### src/rtl/fifo_arb_pkg.sv
// -----------------------------------------------------------------------------
// fifo_arb_pkg
// Shared definitions for the FIFO write arbiter: FSM state encoding, burst
// counter width and a small wrap-around increment helper.
// -----------------------------------------------------------------------------
package fifo_arb_pkg;

    // FSM state encoding, kept as plain localparams so checkers can bind to
    // the raw values as well as to the enum.
    localparam logic STATE_IDLE  = 1'b0;
    localparam logic STATE_GRANT = 1'b1;

    // Burst counter width; wide enough for MAXBURST up to 255 without wrap.
    localparam int CNT_W = 8;

    typedef enum logic {
        ST_IDLE  = STATE_IDLE,
        ST_GRANT = STATE_GRANT
    } arb_state_t;

    // (v + 1) mod n, for round-robin pointer advance.
    function automatic int wrap_inc(input int v, input int n);
        return (v + 1 >= n) ? 0 : v + 1;
    endfunction

endpackage : fifo_arb_pkg

### src/rtl/rr_pick.sv
// -----------------------------------------------------------------------------
// rr_pick
// Purely combinational round-robin selector. Returns the first set bit of
// i_req found by searching upward from i_ptr, wrapping past N-1 back to 0.
//
// Ports
//   i_req  [N-1:0]   request vector
//   i_ptr  [IW-1:0]  search start position
//   o_idx  [IW-1:0]  selected index (equals i_ptr when nothing is requested)
//   o_any            at least one request bit is set
// -----------------------------------------------------------------------------
module rr_pick #(
    parameter int N  = 4,
    parameter int IW = (N > 1) ? $clog2(N) : 1
) (
    input  logic [N-1:0]  i_req,
    input  logic [IW-1:0] i_ptr,
    output logic [IW-1:0] o_idx,
    output logic          o_any
);

    // One extra bit so ptr + offset never overflows before the wrap.
    logic [IW:0] w_sum;

    // Scan offsets from the far end down to 0 so the smallest offset from
    // i_ptr is the last (winning) assignment.
    always_comb begin
        o_idx = i_ptr;
        w_sum = '0;
        for (int k = N - 1; k >= 0; k--) begin
            w_sum = {1'b0, i_ptr} + (IW + 1)'(k);
            if (w_sum >= (IW + 1)'(N)) begin
                w_sum = w_sum - (IW + 1)'(N);
            end
            if (i_req[w_sum[IW-1:0]]) begin
                o_idx = w_sum[IW-1:0];
            end
        end
    end

    assign o_any = |i_req;

endmodule : rr_pick

### src/rtl/fifo_wr_arb.sv
// -----------------------------------------------------------------------------
// fifo_wr_arb
// Round-robin arbiter that lets NREQ requesters write bursts of up to MAXBURST
// words into one downstream FIFO write port.
//
// Handshake: a requester word moves when REQ_VALID[i] && REQ_READY[i] at a
// rising edge of CLK. REQ_READY[i] is only ever high for the granted
// requester while the FIFO is not full, and FIFO_WE is high in exactly the
// cycles where that handshake completes, so every accepted word is written.
//
// Ports
//   CLK, RST                       clock, synchronous active-high reset
//   REQ_VALID [NREQ-1:0]           per-requester word available
//   REQ_DATA  [NREQ*DWIDTH-1:0]    word i at [i*DWIDTH +: DWIDTH]
//   REQ_READY [NREQ-1:0]           per-requester word accepted
//   FIFO_FULL                      downstream FIFO full
//   FIFO_WE, FIFO_DIN [DWIDTH-1:0] downstream FIFO write port
//   GNT_ID    [clog2(NREQ)-1:0]    current / last granted requester
//   BUSY                           FSM is in GRANT (also exposes FSM state)
// -----------------------------------------------------------------------------
module fifo_wr_arb
    import fifo_arb_pkg::*;
#(
    parameter int NREQ     = 4,
    parameter int DWIDTH   = 32,
    parameter int MAXBURST = 4
) (
    input  logic                     CLK,
    input  logic                     RST,
    input  logic [NREQ-1:0]          REQ_VALID,
    input  logic [NREQ*DWIDTH-1:0]   REQ_DATA,
    output logic [NREQ-1:0]          REQ_READY,
    input  logic                     FIFO_FULL,
    output logic                     FIFO_WE,
    output logic [DWIDTH-1:0]        FIFO_DIN,
    output logic [$clog2(NREQ)-1:0]  GNT_ID,
    output logic                     BUSY
);

    localparam int IW = $clog2(NREQ);

    arb_state_t        r_state;
    logic [IW-1:0]     r_ptr;
    logic [IW-1:0]     r_gnt_id;
    logic [CNT_W-1:0]  r_cnt;

    logic [IW-1:0]     w_pick_idx;
    logic              w_pick_any;
    logic              w_in_grant;
    logic              w_gnt_valid;
    logic              w_xfer;
    logic              w_last_word;
    logic [IW-1:0]     w_next_ptr;

    rr_pick #(
        .N  (NREQ),
        .IW (IW)
    ) u_rr_pick (
        .i_req (REQ_VALID),
        .i_ptr (r_ptr),
        .o_idx (w_pick_idx),
        .o_any (w_pick_any)
    );

    // Outputs are forced quiet while RST is high so a reset arriving
    // mid-burst cannot complete one more write in the reset cycle.
    assign w_in_grant  = (r_state == ST_GRANT) && !RST;
    assign w_gnt_valid = REQ_VALID[r_gnt_id];
    assign w_xfer      = w_in_grant && w_gnt_valid && !FIFO_FULL;
    assign w_last_word = (r_cnt == CNT_W'(MAXBURST - 1));
    assign w_next_ptr  = IW'(wrap_inc(int'(r_gnt_id), NREQ));

    always_comb begin
        REQ_READY = '0;
        if (w_in_grant) begin
            REQ_READY[r_gnt_id] = !FIFO_FULL;
        end
    end

    assign FIFO_WE  = w_xfer;
    assign FIFO_DIN = REQ_DATA[r_gnt_id*DWIDTH +: DWIDTH];
    assign GNT_ID   = r_gnt_id;
    assign BUSY     = w_in_grant;

    always_ff @(posedge CLK) begin
        if (RST) begin
            r_state  <= ST_IDLE;
            r_ptr    <= '0;
            r_gnt_id <= '0;
            r_cnt    <= '0;
        end else begin
            case (r_state)
                ST_IDLE: begin
                    if (w_pick_any) begin
                        r_gnt_id <= w_pick_idx;
                        r_cnt    <= '0;
                        r_state  <= ST_GRANT;
                    end
                end
                ST_GRANT: begin
                    if (!w_gnt_valid) begin
                        // Requester ran dry: release without a transfer.
                        r_state <= ST_IDLE;
                        r_ptr   <= w_next_ptr;
                    end else if (!FIFO_FULL) begin
                        // Only real transfers count; full-stall cycles hold.
                        r_cnt <= r_cnt + CNT_W'(1);
                        if (w_last_word) begin
                            r_state <= ST_IDLE;
                            r_ptr   <= w_next_ptr;
                        end
                    end
                end
                default: begin
                    r_state <= ST_IDLE;
                end
            endcase
        end
    end

endmodule : fifo_wr_arb

### config.mk
export PLATFORM = sky130hd
export DESIGN_NAME = fifo_wr_arb
export DESIGN_NICKNAME = d
export VERILOG_FILES = /design/src/rtl/fifo_arb_pkg.sv /design/src/rtl/rr_pick.sv /design/src/rtl/fifo_wr_arb.sv
export SDC_FILE = /design/constraint.sdc
export NUM_CORES = 1
export LEC_CHECK = 0
export ABC_AREA = 1
export CAP_MARGIN = 5
export CORE_UTILIZATION = 34
export CTS_BUF_LIST = sky130_fd_sc_hd__clkbuf_4
export CTS_CLUSTER_SIZE = 30
export DETAILED_ROUTE_END_ITERATION = 16
export GPL_TIMING_DRIVEN = 1
export HOLD_SLACK_MARGIN = 0.02
export PLACE_DENSITY = 0.95
export SYNTH_ARGS = -nofsm -noshare
export SYNTH_HDL_FRONTEND = slang
export SYNTH_SLANG_ARGS = --single-unit
export TNS_END_PERCENT = 5
### constraint.sdc
create_clock -name CLK -period 4.05 [get_ports CLK]
set_input_delay 0.81 -clock CLK [delete_from_list [all_inputs] [get_ports CLK]]
set_output_delay 0.81 -clock CLK [all_outputs]
set_load 0.05 [all_outputs]
==> results.yml <==
run_status:
  run_status: "completed"
global_routing:
  grt_antenna_before_repair: 0
  grt_pass1_wl_um: 13710
  grt_max_degree: 55
  groute.usage.overall_pct: 28.89
  grt.overflow.total: 0
  first_global_vias: 2869
final_layout:
  final_nets: 643
  final_layout_size_suffix_gt1_share_pct: 5.378
  number_of_filler_cells_placed_in_the_layout: 436
  most-common-layout-cells: "174 x sky130_fd_sc_hd__clkdlybuf4s50_1, 86 x sky130_fd_sc_hd__nor2_1, 68 x sky130_fd_sc_hd__o21ai_0, 49 x sky130_fd_sc_hd__nand2_1, 32 x sky130_fd_sc_hd__o22ai_1"
  layoutNonFillerInstCount: 572
  final_area_sq_um: 3674
  area_delta_synth_final_pct: 94.82
  final_common_cell: "sky130_fd_sc_hd__clkdlybuf4s50_1"
  diodes: 0
cts:
  cts_max_level: 1
  tritoncts_num_sinks: 13
  clk_root_buffer_cell: "sky130_fd_sc_hd__clkbuf_4"
  cts.repair_timing.setup_buffer_count: 0
  worstSkewPairLatency_ns: 0.28
  tritoncts: "yes"
  ctsResizeCount: 0
  post_cts_hold_buffer_count: 0
  clk_path_buf_depth: 2
  clkSlewWorstSetupHoldPaths_ns: 0.08
  cts_inserted_buffers: 3
synthesis:
  synth_sequential_area_ratio_pct: 13.80
  synthesis.instances: 343
  post_synth_mux_area_share_pct: 0
  postSynthAreaPerCell_sq_um: 5.497
  cell_area_after_synthesis_sq_um: 1886
  yosys_warnings: 0
  synth-adder-area-share_pct: 3.318
  synth_xor_area_share_pct: 2.787
  combinational_family_with_the_most_area_after_synthesis: "simple AND/OR/NAND/NOR gates"
  synth_compound_area_share_pct: 33.78
  net_count_of_the_mapped_netlist: 483
  ys_ff_latch: 13
  netlist-cell-type-count: 27
  synth_simple_gate_area_share_pct: 36.03
floorplanning:
  floorplan.initialDensity_pct: 36.00
  row_cnt: 26
  die_area_sq_um: 5848
  die_w_um: 76.47
  ios: 175
  floorplan.core_area_sq_um: 5238
  chipHeight_um: 76.47
timing:
  timing.fmax_mhz: 276.9
  timing_max_transition_violations_final: 0
  fin_hold_ws_ns: 0.4757
  finClkSkew_ns: 0.001670
  min_cycle_time_layout_ns: 3.612
  timing.slew.headroom_pct: 63.17
  setup_total_negative_slack_ns: 0
  setup_violations: 0
  hold_viol_final: 0
  rsz0062_at_grt: "false"
  tightestPinTransition_ns: 0.5507
  post-route-period-util_pct: 89.17
critical_path:
  worst-r2r-cell-count: 5
  rrSetupSlack_ns: 2.33
  critical_path.reg2reg.startpoint: "GNT_ID[0]"
  timing.critical_path.to_type: "output port"
  crit_path_launch_type: "input port"
  crit_type: "input port to output port"
  timing.critical_path.required_ns: 3.24
  critical_path.startpoint: "REQ_VALID[1]"
  timing.critical_path.fanout_max: 9
  worst_ep_arrival_time_ns: 2.80
  r2r-end: "r_ptr[0]"
worst_hold_path:
  holdPathStages: 1
  hold_path.class: "flop to flop"
  worst_hold_startpoint: "r_cnt[0]"
  timing.hold.worst_endpoint: "r_cnt[0]"
power:
  total_power_uw: 1502
  ir_worst_vdd_mv: 0.3631
  total_leakage_power_uw: 0.001432
  power-per-cell-area_nw_per_um2: 408.9
drt:
  num_vias: 3044
  remaining_drc_errors: 0
  dr.pass1.iters: 5
  ant_nets: 0
  viasPerCell: 5.322
  wire_per_inst_um: 14.95
  drt_iter0_markers: 238
  routed_wl_um: 8551
place:
  gpl.final_weighted_congestion: 0.8515
  placedInstanceArea_sq_um: 3643
  placedCellCount: 568
  dp_hpwl_um: 6644
  port_buffers: 174
run:
  maxCapViolCount: 0
-- flip-flops by register name, summed over array words and instances (netlist names) --
signal / flops
r_cnt: 8
GNT_ID: 2
r_ptr: 2
r_state: 1
-- Yosys cell counts --
library cell,n,area [sq um]
sky130_fd_sc_hd__nor2_1,86,322.8
sky130_fd_sc_hd__clkbuf_1,9,33.78
sky130_fd_sc_hd__ha_1,5,62.56
sky130_fd_sc_hd__inv_2,3,11.26
sky130_fd_sc_hd__nor2_2,2,12.51
sky130_fd_sc_hd__nand2_4,1,11.26
sky130_fd_sc_hd__nand3_4,1,17.52
sky130_fd_sc_hd__o211ai_2,1,12.51
sky130_fd_sc_hd__xnor2_1,3,26.28
sky130_fd_sc_hd__nand2_1,49,183.9
sky130_fd_sc_hd__nand4_1,3,18.77
sky130_fd_sc_hd__nand2_2,2,12.51
sky130_fd_sc_hd__a21oi_2,6,52.55
sky130_fd_sc_hd__o22ai_1,32,200.2
sky130_fd_sc_hd__inv_1,18,67.56
sky130_fd_sc_hd__buf_6,2,22.52
sky130_fd_sc_hd__nor3_2,1,10.01
sky130_fd_sc_hd__o21ai_1,1,5.000
sky130_fd_sc_hd__buf_1,1,3.750
sky130_fd_sc_hd__o21ai_2,1,8.760
sky130_fd_sc_hd__buf_2,11,55.05
sky130_fd_sc_hd__a21oi_1,2,10.01
sky130_fd_sc_hd__o211ai_1,1,7.510
sky130_fd_sc_hd__o21ai_0,68,340.3
sky130_fd_sc_hd__dfxtp_1,13,260.3
sky130_fd_sc_hd__nand3_1,18,90.09
sky130_fd_sc_hd__xor2_1,3,26.28
-- power by group --
| part | total, uW | switching [uW] | internal (uW) |
|---|---|---|---|
| logic | 1240 | 797 | 446 |
| registers | 167 | 27.2 | 140 |
| clock network | 91.8 | 46.8 | 45.0 |
-- per-layer routing --
layer / part of all wire, % / wire [um] / track usage (%)
met1: 41 / 3547 / 35.99
met2: 47 / 3985 / 49.82
met3: 9.5 / 814 / 5.269
met4: 2.4 / 204 / 9.231
met5: 0 / 0 / 0
-- worst max-delay path: stages --
cell                              delay [ns]
sky130_fd_sc_hd__clkdlybuf4s50_1        0.48
sky130_fd_sc_hd__inv_1                  0.07
sky130_fd_sc_hd__nand2_1                0.07
sky130_fd_sc_hd__o211ai_2               0.08
sky130_fd_sc_hd__nand2_2                0.14
sky130_fd_sc_hd__nand3_4                0.14
sky130_fd_sc_hd__nor2_2                 0.18
sky130_fd_sc_hd__clkdlybuf4s50_1        0.83
-- logic make-up (layout without fill, tap and decap cells) --
logic type,after synthesis,in the layout
flip-flops,13,13
buffers and inverters,44,203
XOR/XNOR,6,6
AO/OA/AOI/OAI,112,112
adder cells (fa/ha/maj),5,5
AND/OR/NAND/NOR,163,163
-- final cells by class --
| cell class | count | area, sq um | share of cell area (%) |
|---|---|---|---|
| sequential | 13 | 261.5 | 7.119 |
| clock buffer | 4 | 30.03 | 0.8174 |
| timing repair buffer | 178 | 1784 | 48.57 |
| inverter | 21 | 78.83 | 2.146 |
| multi-input combinational | 286 | 1431 | 38.96 |
| tap | 70 | 87.58 | 2.384 |
-- worst max path at each step --
stage / to / cells after the start
2_1_floorplan: FIFO_DIN[10] / 5
3_3_place_gp: FIFO_WE / 8
3_5_place_dp: FIFO_WE / 8
4_1_cts: FIFO_WE / 8
5_1_grt: FIFO_WE / 8
6_report: FIFO_WE / 8
-- per-stage QoR --
stage	utilization [%]	worst slack, ns
2_1_floorplan	-	1.172
3_3_place_gp	69.57	0.5092
3_5_place_dp	69.57	0.4598
4_1_cts	70.14	0.4536
5_1_grt	70.14	0.3050
6_report	70.14	0.4384
No activity file was read; power rests on OpenSTA's default activity.
